===== src/rtl/mer_sweep_ctrl.sv =====
// mer_sweep_ctrl: steps the matched-filter delay tap through all four phases,
// measures the accumulated squared error at each and reports the phase with
// the lowest error (earliest phase wins a tie).
module mer_sweep_ctrl #(
    parameter int WIN_LOG2 = 20,  // measurement window = 2^WIN_LOG2 symbols
    parameter int SETTLE   = 16   // symbols discarded after a phase change (1..255)
) (
    input  logic        sys_clk,
    input  logic        reset,
    input  logic        sym_clk_en,
    input  logic        start,
    input  logic [55:0] err_sq_in,
    output logic [1:0]  phase_sel,
    output logic        clr_acc,
    output logic        busy,
    output logic        done,
    output logic [1:0]  best_phase,
    output logic [55:0] best_err
);

    // One spare bit over the window size; SETTLE-1 must also fit in CW bits.
    localparam int              CW          = WIN_LOG2 + 1;
    localparam logic [CW-1:0]   SETTLE_LAST = CW'(SETTLE - 1);
    localparam logic [CW-1:0]   WIN_LAST    = {1'b0, {WIN_LOG2{1'b1}}};

    typedef enum logic [2:0] {
        S_IDLE,
        S_SETTLE,
        S_MEASURE,
        S_CAPTURE,
        S_NEXT,
        S_DONE
    } state_t;

    state_t         state, state_nx;
    logic [CW-1:0]  cnt;
    logic [55:0]    run_min;
    logic [1:0]     cand;

    logic           cnt_clr, cnt_inc, sweep_init, phase_inc, sample, commit;

    // State register.
    always_ff @(posedge sys_clk) begin
        if (reset) state <= S_IDLE;
        else       state <= state_nx;
    end

    // Next-state decode and per-state control strobes.
    always_comb begin
        state_nx   = state;
        clr_acc    = 1'b0;
        cnt_clr    = 1'b0;
        cnt_inc    = 1'b0;
        sweep_init = 1'b0;
        phase_inc  = 1'b0;
        sample     = 1'b0;
        commit     = 1'b0;
        busy       = (state != S_IDLE) && (state != S_DONE);
        done       = (state == S_DONE);
        case (state)
            S_IDLE: begin
                if (start) begin
                    sweep_init = 1'b1;
                    cnt_clr    = 1'b1;
                    state_nx   = S_SETTLE;
                end
            end
            S_SETTLE: begin
                if (sym_clk_en) begin
                    if (cnt == SETTLE_LAST) begin
                        clr_acc  = 1'b1;
                        cnt_clr  = 1'b1;
                        state_nx = S_MEASURE;
                    end else begin
                        cnt_inc = 1'b1;
                    end
                end
            end
            S_MEASURE: begin
                if (sym_clk_en) begin
                    if (cnt == WIN_LAST) begin
                        clr_acc  = 1'b1;
                        cnt_clr  = 1'b1;
                        state_nx = S_CAPTURE;
                    end else begin
                        cnt_inc = 1'b1;
                    end
                end
            end
            // Two cycles give the averager time to present the dumped sum.
            S_CAPTURE: begin
                if (cnt[0]) begin
                    sample   = 1'b1;
                    cnt_clr  = 1'b1;
                    state_nx = S_NEXT;
                end else begin
                    cnt_inc = 1'b1;
                end
            end
            S_NEXT: begin
                cnt_clr = 1'b1;
                if (phase_sel == 2'd3) begin
                    state_nx = S_DONE;
                end else begin
                    phase_inc = 1'b1;
                    state_nx  = S_SETTLE;
                end
            end
            S_DONE: begin
                commit   = 1'b1;
                state_nx = S_IDLE;
            end
            default: state_nx = S_IDLE;
        endcase
        // Reset wins over a strobe arriving in the same cycle.
        if (reset) clr_acc = 1'b0;
    end

    // Symbol counter, phase select, running minimum and published result.
    always_ff @(posedge sys_clk) begin
        if (reset) begin
            cnt        <= '0;
            phase_sel  <= 2'd0;
            run_min    <= '0;
            cand       <= 2'd0;
            best_phase <= 2'd0;
            best_err   <= '0;
        end else begin
            if (cnt_clr)      cnt <= '0;
            else if (cnt_inc) cnt <= cnt + 1'b1;

            if (sweep_init) begin
                phase_sel <= 2'd0;
                run_min   <= '1;
                cand      <= 2'd0;
            end else if (phase_inc) begin
                phase_sel <= phase_sel + 2'd1;
            end

            // Strict less-than keeps the earlier phase on a tie.
            if (sample && (err_sq_in < run_min)) begin
                run_min <= err_sq_in;
                cand    <= phase_sel;
            end

            if (commit) begin
                best_phase <= cand;
                best_err   <= run_min;
            end
        end
    end

endmodule


===== config.mk =====
export PLATFORM = sky130hd
export DESIGN_NAME = mer_sweep_ctrl
export DESIGN_NICKNAME = d
export VERILOG_FILES = /design/src/rtl/mer_sweep_ctrl.sv
export SDC_FILE = /design/constraint.sdc
export NUM_CORES = 1
export LEC_CHECK = 0
export CORE_UTILIZATION = 53
export DETAILED_ROUTE_END_ITERATION = 16
export GPL_TIMING_DRIVEN = 0
export HOLD_SLACK_MARGIN = 0.08
export PLACE_DENSITY = 0.8
export RECOVER_POWER = 25
export SLEW_MARGIN = 30
export SYNTH_ARGS = -nofsm -noshare
export SYNTH_HDL_FRONTEND = slang
export SYNTH_SLANG_ARGS = --single-unit

===== constraint.sdc =====
create_clock -name sys_clk -period 2.85 [get_ports sys_clk]
set_input_delay 0.57 -clock sys_clk [delete_from_list [all_inputs] [get_ports sys_clk]]
set_output_delay 0.57 -clock sys_clk [all_outputs]
set_load 0.01 [all_outputs]

==> results.md <==
* Status: finished clean
* Antenna diode count at 0
* Area share of the largest cell type after synthesis at 0.396
* Area growth, synth to finish at 29.9%
* Final Core Density at 0.704
* Total power at 4820 uW
* CP max FO at 10
* Syn_nets at just under 1000
* Vias at 6540
* Pwr/cell area at 517 mW/mm2
* Delay-heaviest family, CP: buffers and inverters
* Lkg Pwr at 0.00412 uW
* Congestion Overflow GR at 0
* CP max stage cell: clkdlybuf4s50_1
* CP Capture Type: flip-flop
* Top-count cell post-synth: nand2_1
* Min-Delay Path Class: reg -> reg
* Max-Cap Viols at 0
* FFs w/ async S/R, synth at 0
* Part of the cycle the worst path needs at 0.972
* Sink Count at around 140
* Initial antenna violation count at 0
* Root Driver: clkbuf_16
* Logic pwr share at 0.112
* Post-Syn Area at between 0.007 and 0.008 mm2
* DRT iter0 DRCs at 546
* Worst-skew pair later-pin latency at 0.42 ns
* CP Buf/Inv Count at 2
* Vias in the first global route at 5988
* First-pass GRT wire length at 29200 um
* Die W at ~120 um
* Fin Clk Skew at roughly 0.0070 ns
* Worst Path Required at 3.18 ns
* Hold-fix buffers, CTS at 0
* Core Region at 0.0132 mm2
* H-Tree Depth at 4
* FMAX at 361 MHz
* Clk pwr share at 0.450
* Hold Slack at around 0.45 ns
* Global placement routability congestion at 0.856
* Synth top cells by count: 196 x nand2_1, 142 x dfxtp_1, 81 x a21oi_1
* Cells after Synth at just under 900
* RSZ-0062 raised after global routing: yes
* Fin nets at 1133
* Critical path arrival at 3.10 ns
* Cell taking the most area after synthesis: dfxtp_1
* Fin crit period at around 2.8 ns
* Sequential power share at 0.438
* Die Y at about 120 um
* Switching power at 1150 uW
* Overall Global Routing Usage at 0.262
* Seq cells post-synth at approximately 140
* Sw Ratio at 0.238
* FILL cells at ~1100
* Remaining DRCs at 0
* Setup violations, final at 0
* Worst-path cell chain: clkdlybuf4s50_1 > ha_1 > nand4_1 > nor4_4 > o211ai_1 > o211ai_1 > a21oi_2 > o21ai_2 > buf_4 > mux2i_1
* Multi-input logic area at 0.00387 mm2
* Largest net degree at the start of global routing at 17
* Startpoint Class: input port
* Vias per inst at 5.43
* WL per Instance at 14.9 um
* Slew Limit Fails at 0
* Cts bufs inserted at 17
* Worst Tran Pin Value at 0.839 ns
* Setup CP Type: in -> reg
* Layout cell share with drive strength beyond 1 at 0.0739
* Final hold vios at 0
* Core Rows at 42
* DR pass1 iterations at 5
* Synth area leaders: dfxtp_1 40%, nand2_1 10%, ha_1 9.9%
* Storage element area at 0.00285 mm2
* Largest stage delay on the critical path at 0.44 ns
* Initial Util at 0.542
* Max VDD drop at roughly 330 uV
* Slew headroom at 0.439
* Synth Area per Inst at approximately 8 um2
* Sequential-to-total area share from yosys stat at 0.396
* Yosys warns at 0
* Port Buffers at approximately 120
* Main synth FF type: dfxtp_1
* Drt total wl at between 15000 and 20000 um
* IO Pins at 123
* TritonCTS clock tree: done
* EDFF count, synth at 0
* Clock-pin slew on the worst setup and hold paths at 0.05 ns
* Final HPWL DP at approximately 13000 um
* Worst path most repeated cell: o211ai_1
* Synth cell types at 50
* Pint at 3670 uW
* Post-DRT Antenna Nets at 0
* CTS Buffer Depth at 2
* Die area at 0.0140 mm2
==> power groups by stage <==
stage,sequential (uW),clock [uW],combinational (uW)
finish,2110,2170,540
global route,2120,2280,607
CTS,2110,2190,534
detailed placement,2150,0,523
global placement,2150,0,505
floorplan,2130,0,326
==> cells by family after synthesis <==
logic type | after synthesis | synth area share
flops | 142 | 0.396
mux | 59 | 0.0823
buf+inv | 117 | 0.0727
xor+xnor | 20 | 0.0244
fa+ha+maj | 57 | 0.0994
compound gates | 186 | 0.149
simple gates | 290 | 0.175
==> final cells by class <==
type,instances,share of cell area
repair buffers,128,0.136
clock buffers,24,0.0528
well taps,176,0.0236
plain buffers,52,0.0318
flip-flops and latches,142,0.306
clock inverters,7,0.00913
multi-input cells,612,0.415
inverters,63,0.0259
==> cell usage in the layout (no fill, tap or decap), types with 4 or more instances in the layout <==
cell | netlist | routed
nor2_1 | 33 | 33
o211ai_1 | 5 | 5
nor3_1 | 11 | 11
buf_6 | 10 | 7
nand4_1 | 19 | 19
clkdlybuf4s50_1 | 0 | 71
and3_1 | 7 | 6
clkbuf_8 | 0 | 4
clkinv_2 | 0 | 5
a211oi_1 | 8 | 7
buf_4 | 1 | 10
clkbuf_16 | 0 | 17
o21ai_0 | 70 | 70
nand2_1 | 196 | 196
ha_1 | 57 | 55
mux2i_1 | 59 | 59
dfxtp_1 | 142 | 139
a21oi_1 | 81 | 80
dlygate4sd3_1 | 0 | 49
clkbuf_1 | 38 | 39
xor2_1 | 17 | 17
inv_1 | 62 | 62
nand3_1 | 6 | 6
==> worst paths after layout <==
check           startpoint            to  slack, ns  depth (start not counted)
min reg2reg   best_err[36]  best_err[36]       0.45                          2
min           best_err[36]  best_err[36]       0.45                          2
max          err_sq_in[53]   run_min[14]       0.08                         10
max reg2reg    run_min[55]   run_min[14]       0.28                         10
==> stage by stage <==
step	cell area (um2)	setup WS, ns	instances	TNS [ns]
finish	9320	0.0812	1204	0
global route	9320	-0.0338	1204	-0.147
CTS	9250	0.00135	1202	0
detailed placement	8620	-0.924	1169	-49.97
global placement	8620	-0.920	1169	-50.67
floorplan	7170	0.468	871	0
==> metal layers <==
| layer | global-route usage | wire length [um] | vias up | share of wire |
|---|---|---|---|---|
| li1 | - | - | 3250 | - |
| met1 | 0.345 | 8190 | 3072 | 0.46 |
| met2 | 0.421 | 8370 | 193 | 0.47 |
| met3 | 0.0531 | 959 | 25 | 0.054 |
| met4 | 0.0978 | 389 | 0 | 0.022 |
| met5 | 0 | 0 | - | 0 |
==> worst min-delay path, cell delays in order (launching register included) <==
cell and delay [ns]:
dfxtp_1 0.30, nand2_1 0.05, a21oi_1 0.05
==> registers in the layout, summed over array words and instances (netlist names) <==
| register | count |
|---|---|
| best_err | 56 |
| run_min | 56 |
| cnt | 21 |
| state | 3 |
| best_phase | 2 |
| cand | 2 |
| phase_sel | 2 |
==> repair_timing <==
item	4_1_cts	5_1_grt
endpoints found under the setup margin	60	56
pin swaps	5	8
gates resized for setup	16	14
setup buffers	3	3
Power figures use the tool's default switching activity.
